File: src/rtl/csr_file_m.sv
// Machine-mode CSR file: CSRRW/RS/RC, trap entry, mret, 64-bit mcycle.
// Redirect and trap outputs are combinational from state and commit inputs.
module csr_file_m #(
  parameter int              XLEN          = 32,
  parameter logic [31:0]     MSTATUS_RESET = 32'h1800,
  parameter logic [XLEN-1:0] MTVEC_RESET   = '0,
  parameter logic [XLEN-1:0] HART_ID       = '0
) (
  input  logic            clk,
  input  logic            rst,
  input  logic            valid,
  input  logic [XLEN-1:0] pc,
  input  logic [1:0]      csr_op,
  input  logic [11:0]     csr_addr,
  input  logic [XLEN-1:0] csr_wdata,
  input  logic            ecall,
  input  logic            mret,
  input  logic            irq_timer,
  output logic [XLEN-1:0] csr_rdata,
  output logic            illegal,
  output logic            redirect,
  output logic [XLEN-1:0] redirect_pc,
  output logic            trap_taken
);

  localparam logic [11:0] A_MSTATUS  = 12'h300;
  localparam logic [11:0] A_MIE      = 12'h304;
  localparam logic [11:0] A_MTVEC    = 12'h305;
  localparam logic [11:0] A_MSCRATCH = 12'h340;
  localparam logic [11:0] A_MEPC     = 12'h341;
  localparam logic [11:0] A_MCAUSE   = 12'h342;
  localparam logic [11:0] A_MIP      = 12'h344;
  localparam logic [11:0] A_MCYCLE   = 12'hB00;
  localparam logic [11:0] A_MCYCLEH  = 12'hB80;
  localparam logic [11:0] A_MHARTID  = 12'hF14;

  localparam logic [1:0] OP_RW = 2'b01;
  localparam logic [1:0] OP_RS = 2'b10;
  localparam logic [1:0] OP_RC = 2'b11;

  localparam logic [XLEN-1:0] MPP_BITS  = XLEN'(32'h1800);
  localparam logic [XLEN-1:0] ALIGN     = ~XLEN'(3);
  localparam logic [XLEN-1:0] IRQ_CAUSE = {1'b1, (XLEN-1)'(7)};
  localparam logic [XLEN-1:0] ECALL_CAUSE = XLEN'(11);

  logic            mie_b;
  logic            mpie_b;
  logic            mtie;
  logic [XLEN-1:0] mtvec;
  logic [XLEN-1:0] mscratch;
  logic [XLEN-1:0] mepc;
  logic [XLEN-1:0] mcause;
  logic [63:0]     mcycle;

  logic            known;
  logic            ro;
  logic [XLEN-1:0] old_val;
  logic [XLEN-1:0] new_val;
  logic [63:0]     nv64;
  logic            has_op;
  logic            wr_req;
  logic            ecall_t;
  logic            irq_t;
  logic            mret_t;
  logic            csr_we;
  logic            wr_cyc;
  logic            wr_cych;

  always_comb begin
    known   = 1'b1;
    ro      = 1'b0;
    old_val = '0;
    unique case (csr_addr)
      A_MSTATUS: begin
        old_val    = MPP_BITS;
        old_val[7] = mpie_b;
        old_val[3] = mie_b;
      end
      A_MIE:      old_val[7] = mtie;
      A_MTVEC:    old_val = mtvec;
      A_MSCRATCH: old_val = mscratch;
      A_MEPC:     old_val = mepc;
      A_MCAUSE:   old_val = mcause;
      A_MIP: begin
        ro         = 1'b1;
        old_val[7] = irq_timer;
      end
      A_MCYCLE:   old_val = mcycle[XLEN-1:0];
      A_MCYCLEH: begin
        known   = (XLEN == 32);
        old_val = XLEN'(mcycle[63:32]);
      end
      A_MHARTID: begin
        ro      = 1'b1;
        old_val = HART_ID;
      end
      default:    known = 1'b0;
    endcase
  end

  always_comb begin
    new_val = old_val;
    unique case (csr_op)
      OP_RW:   new_val = csr_wdata;
      OP_RS:   new_val = old_val | csr_wdata;
      OP_RC:   new_val = old_val & ~csr_wdata;
      default: new_val = old_val;
    endcase
  end

  assign nv64    = 64'(new_val);
  assign has_op  = valid & (csr_op != 2'b00);
  // RS/RC with a zero operand is a pure read
  assign wr_req  = (csr_op == OP_RW) | (csr_wdata != '0);
  assign illegal = has_op & (~known | (ro & wr_req));
  assign csr_rdata = (has_op & ~illegal) ? old_val : '0;

  assign ecall_t = valid & ecall;
  assign irq_t   = valid & ~ecall & irq_timer & mie_b & mtie;
  assign mret_t  = valid & mret & ~ecall_t & ~irq_t;
  assign csr_we  = has_op & ~illegal & wr_req &
                   ~ecall_t & ~irq_t & ~mret_t;
  assign wr_cyc  = csr_we & (csr_addr == A_MCYCLE);
  assign wr_cych = csr_we & (csr_addr == A_MCYCLEH);

  assign trap_taken = ecall_t | irq_t;
  assign redirect   = trap_taken | mret_t;

  always_comb begin
    redirect_pc = '0;
    unique case (1'b1)
      trap_taken: redirect_pc = mtvec;
      mret_t:     redirect_pc = mepc;
      default:    redirect_pc = '0;
    endcase
  end

  always_ff @(posedge clk) begin
    if (rst) begin
      mie_b    <= MSTATUS_RESET[3];
      mpie_b   <= MSTATUS_RESET[7];
      mtie     <= 1'b0;
      mtvec    <= MTVEC_RESET & ALIGN;
      mscratch <= '0;
      mepc     <= '0;
      mcause   <= '0;
      mcycle   <= '0;
    end else begin
      if (wr_cyc) begin
        if (XLEN == 32) mcycle <= {mcycle[63:32], nv64[31:0]};
        else            mcycle <= nv64;
      end else if (wr_cych) begin
        mcycle <= {nv64[31:0], mcycle[31:0]};
      end else begin
        mcycle <= mcycle + 64'd1;
      end

      if (trap_taken) begin
        mepc   <= pc & ALIGN;
        mcause <= ecall_t ? ECALL_CAUSE : IRQ_CAUSE;
        mpie_b <= mie_b;
        mie_b  <= 1'b0;
      end else if (mret_t) begin
        mie_b  <= mpie_b;
        mpie_b <= 1'b1;
      end else if (csr_we) begin
        unique case (csr_addr)
          A_MSTATUS: begin
            mie_b  <= new_val[3];
            mpie_b <= new_val[7];
          end
          A_MIE:      mtie     <= new_val[7];
          A_MTVEC:    mtvec    <= new_val & ALIGN;
          A_MSCRATCH: mscratch <= new_val;
          A_MEPC:     mepc     <= new_val & ALIGN;
          A_MCAUSE:   mcause   <= new_val;
          default:    ;
        endcase
      end
    end
  end

endmodule

File: config.mk
export PLATFORM = sky130hd
export DESIGN_NAME = csr_file_m
export DESIGN_NICKNAME = d
export VERILOG_FILES = /design/src/rtl/csr_file_m.sv
export SDC_FILE = /design/constraint.sdc
export NUM_CORES = 1
export LEC_CHECK = 0
export CAP_MARGIN = 10
export CORE_AREA = 2 2 164 166
export CTS_BUF_LIST = sky130_fd_sc_hd__clkbuf_8
export DETAILED_ROUTE_END_ITERATION = 16
export DIE_AREA = 0 0 166 168
export GPL_ROUTABILITY_DRIVEN = 0
export PLACE_DENSITY = 0.72
export SLEW_MARGIN = 20
export SYNTH_ARGS = -nofsm -noshare
export SYNTH_HDL_FRONTEND = slang
export SYNTH_SLANG_ARGS = --single-unit
File: constraint.sdc
create_clock -name clk -period 3.5 [get_ports clk]
set_input_delay 0.7 -clock clk [delete_from_list [all_inputs] [get_ports clk]]
set_output_delay 0.7 -clock clk [all_outputs]
set_load 0.01 [all_outputs]
-- Yosys cells after proc, flatten, opt, wreduce, memory -nomap -nowiden
Index checks and enable logic that the tools add are counted.
- register bits after elaboration: 191
- latch bits: 0
- RAM bits: 0
- memory bits (read-only): 0
- input bits: 84
- logic and storage cells: 102
- memories kept: 0
- add/subtract/negate cells: 1
- multipliers: 0
- div/mod/pow operators: 0
- order comparisons: 0
- eq/ne operators: 15
- shift-type cells: 0
- muxes and demuxes: 26
- bitwise gates (word level): 32
- reductions and logical operators: 19
- operators with widths (operator ; number):
    2-to-1 mux 32 bit ; 11
    case mux 24 bit (7 select lines) ; 1
    case mux 32 bit (3 select lines) ; 1
    equality test 12 x 10 -> 1 bit (second input constant) ; 7
    adder 64 x 1 -> 64 bit (second input constant) ; 1
    2-to-1 mux 64 bit ; 1
    case mux 32 bit (2 select lines) ; 1
    case mux 7 bit (7 select lines) ; 1
    equality test 12 bit (second input constant) ; 3
    AND 32 bit ; 1
    NOT 32 bit ; 1
    bitwise OR 32 bit ; 1
    nonzero test 32 bit ; 1
    AND 1 bit ; 18
    AND reduction 4 bit ; 3
    nonzero test 2 bit ; 6
    OR reduction 10 bit ; 1
    2-to-1 mux 1 bit ; 9
    case mux 1 bit (9 select lines) ; 1
    NOT 1 bit ; 7
    AND reduction 3 bit ; 2
    nonzero test 3 bit ; 2
    equality test 2 bit (second input constant) ; 2
    != test 2 bit (second input constant) ; 2
    other kinds (4) ; 9

-- Logic depth before layout (Yosys ltp)
Gate-level depths: netlist of the first run.
- depth in word-level cells: 15
- gate-level depth with buffers: 10
- depth with buffers taken out: 7

-- Worst setup path before layout of the first run
Ideal clock, no wire load.
- kind: in2out
- from: input port csr_wdata[12]
- to: output port csr_rdata[21]
- arrival: 2.559 ns
- setup slack: 0.241 ns
- cell stages on the path: 7
- buffers on the path: 1
- cell sequence: nor4_1 nand4_1 nor3_4 mux2_2 nand3_1 clkbuf_1 a31oi_1
- longest elaborated chain between the ends: 8
- RTL lines (what ; RTL line ; text):
    start: declaration ; 15 ; input logic [XLEN-1:0] csr_wdata,
    nonzero test 32 bit ; 114 ; assign wr_req = (csr_op == OP_RW) | (csr_wdata != '0);
    bitwise OR 1 bit ; 114 ;
    AND 1 bit ; 115 ; assign illegal = has_op & (~known | (ro & wr_req));
    bitwise OR 1 bit ; 115 ;
    AND 1 bit ; 115 ;
    NOT 1 bit ; 116 ; assign csr_rdata = (has_op & ~illegal) ? old_val : '0;
    AND 1 bit ; 116 ;
    2-to-1 mux 32 bit ; 116 ;
    end: declaration ; 19 ; output logic [XLEN-1:0] csr_rdata,
No other way between the ends.

-- Worst setup path in the final report of the first run
- from: input port csr_wdata[23]
- to: output port csr_rdata[27]
Same word-level chain as after synthesis.

==> results.sh, run 1 <==
export IMPL_status="complete, but fails checks"
export IMPL_violations="setup timing"
export IMPL_ys_top_cells_by_area="dfxtp_1 30%, nand2_1 6.3%, mux2i_1 4.1%"
export IMPL_cp_max_fo=3
export IMPL_cap_violations=0
export IMPL_clk_pin_slew_ns=0.11
export IMPL_dp_slack_ns=-0.639
export IMPL_grt_overflow_total=0
export IMPL_worstPathRequired_ns=2.80
export IMPL_ir_worst_vdd_v=0.000226
export IMPL_die_y_um=168
export IMPL_drc=0
export IMPL_syn_area_per_cell_sq_um=7.81
export IMPL_die_area_sq_um=27900
export IMPL_p_leak_nw=6.18
export IMPL_fmax_ghz=0.286
export IMPL_grt_pass1_vias=15400
export IMPL_final_common_cell="buf_4"
export IMPL_io_buffers=146
export IMPL_setup_viol=1
export IMPL_whs_ns=0.470
export IMPL_tightest_slew_ns=0.846
export IMPL_viasPerCell=7.09
export IMPL_num_rows=60
export IMPL_multi_input_area_sq_um=8600
export IMPL_root_buffer="clkbuf_8"
export IMPL_final_cell_mix="286 x buf_4, 216 x nand2_1, 191 x dfxtp_1, 123 x nor2_1, 90 x nand3_1"
export IMPL_grt_max_degree=66
export IMPL_min_period_ns=3.50
export IMPL_cp_end_kind="primary output"
export IMPL_skew_ns=0.0272
export IMPL_yosysSeqAreaShare=0.295
export IMPL_cellPowerDensity_nw_per_um2=270
export IMPL_setup_tns_ns=-0.00195
export IMPL_synth_top_area_share=0.295
export IMPL_synth_area_sq_um=13000
export IMPL_cts_sinks=191
export IMPL_synth_edff_count=0
export IMPL_drive_above_1_share=0.251
export IMPL_slew_violations=0
export IMPL_clkLatencyLatePin_ns=0.51
export IMPL_drt_wl_total_um=61300
export IMPL_grt_usage=0.428
export IMPL_synth_seq_cells=191
export IMPL_antenna_found_initial=0
export IMPL_crit_arrival_ns=2.80
export IMPL_synth_cell_types=98
export IMPL_seq_area_sq_um=3820
export IMPL_core_area_sq_um=26400
export IMPL_setup_worst_path_start_class="input pin"
export IMPL_synth_ff_type="dfxtp_1"
export IMPL_pin_count=151
export IMPL_grt_pass1_wl_um=93200
export IMPL_diodes=0
export IMPL_async_flop_share=0
export IMPL_synth_top_area_cell="dfxtp_1"
export IMPL_fin_nets=2072
export IMPL_cts_path_max_buffers=2
export IMPL_cts_hold_buf=0
export IMPL_die_w_um=166
export IMPL_drt_iter0_drc=2983
export IMPL_dp_hpwl_um=44000
export IMPL_path_class="input pin to primary output"
export IMPL_finalCritPeriodShare=1.00
export IMPL_vias=16600
export IMPL_wl_per_cell_um=26.2
export IMPL_setup_ws_ns=-0.00195
export IMPL_layout_area_overhead_vs_synth_pct=33.7
export IMPL_min_path_type="flip-flop to flip-flop"
export IMPL_cts_max_level=4
export IMPL_start_util=0.492
export IMPL_synthCells=1660
export IMPL_first_pass_iters=9
export IMPL_cts_tree="built"
export IMPL_slew_headroom=0.435
export IMPL_fillCellCount=2225
export IMPL_hold_viol=0
export IMPL_yosys_warnings=0
export IMPL_final_antenna_net_count=0
export IMPL_cts_inserted_buffers=17
-- power by group --
part | internal, mW | switching, mW | total (mW)
registers | 2.20 | 0.0308 | 2.23
logic | 0.349 | 0.505 | 0.854
clock network | 0.588 | 1.01 | 1.60
total | 3.14 | 1.54 | 4.68
-- stage by stage --
step	power [mW]	instances	instance area, sq um	util
after floorplan	2.64	1661	13000	-
after global placement	3.08	2297	16800	0.637
after detailed placement	3.09	2297	16800	0.637
after CTS	4.62	2337	17300	0.655
after global routing	4.79	2341	17300	0.657
final	4.68	2341	17300	0.657
-- what timing repair did --
action / 4_1_cts / 5_1_grt
cloned: 2 / 0
hold endpoints to repair: 0 / 0
pin swaps: 13 / 17
buffers inserted: 7 / 4
resized for setup: 198 / 46
endpoints found under the setup margin: 33 / 39
-- cell families (layout without fill, tap and decap cells) --
family	count (synthesis)	in the layout	share of synthesized area
other cells	1	2	0.000289
fa+ha+maj	1	1	0.000965
flops	191	191	0.295
xor+xnor	31	31	0.0210
buf+inv	167	506	0.0600
compound gates	501	501	0.286
simple gates	703	703	0.285
mux	65	65	0.0514
-- worst paths after layout --
| check | from | slack, ns | to | cells after the start |
|---|---|---|---|---|
| worst min register to register | mscratch[29]$_SDFFE_PP0P_ | 0.47 | mscratch[29]$_SDFFE_PP0P_ | 2 |
| worst min-delay path | mscratch[29]$_SDFFE_PP0P_ | 0.47 | mscratch[29]$_SDFFE_PP0P_ | 2 |
| worst max-delay path | csr_wdata[23] | -0.002 | csr_rdata[27] | 11 |
| worst max register to register | mcycle[0]$_SDFFE_PP0P_ | 0.50 | mcycle[41]$_SDFFE_PP0N_ | 6 |
-- flip-flops by register name, indices dropped and copies added, names as in the netlist --
signal / flops
mtvec: 30
mcause: 32
mtie: 1
mscratch: 32
mpie_b: 1
mepc: 30
mcycle: 64
mie_b: 1
-- synthesized netlist by cell type, drive strengths merged, types with 46 or more instances --
master  instances
mux2i          53
nor3           49
nor2          130
o21ai          64
nand3          94
buf            73
nand4          46
clkbuf         83
nand2         218
a21oi          83
a31oi          67
dfxtp         191
-- layer usage --
layer | vias to the layer above | share of wire | track usage
met5 | - | 0 | 0
met4 | 0 | 0.080 | 0.258
met3 | 399 | 0.16 | 0.159
met2 | 1570 | 0.40 | 0.621
met1 | 7582 | 0.35 | 0.540
li1 | 7044 | - | -
-- worst max-delay path, cell delays in order --
cell	delay [ns]
dlygate4sd2_1	0.36
nor4_2	0.32
nand4_1	0.23
nor3_4	0.22
mux2_4	0.20
nand3_4	0.10
buf_12	0.17
buf_8	0.13
buf_4	0.14
nor2_1	0.10
buf_2	0.14
-- cell type report --
class	instances	share of cell area
multi-input combinational	1303	0.496
timing repair buffer	463	0.231
sequential	191	0.221
tap	341	0.0246
clock buffer	19	0.0151
clock inverter	13	0.00946
inverter	11	0.00238
(Power assumes the default switching activity.)
==> inputs of run 2 (changes only) <==
ABC_CLOCK_PERIOD_IN_PS = 3500   (was not set)
HOLD_SLACK_MARGIN = 0.1   (was not set)
==> results of run 2 <==
The final DEF is identical to that of run 1; final timing and power are the same.
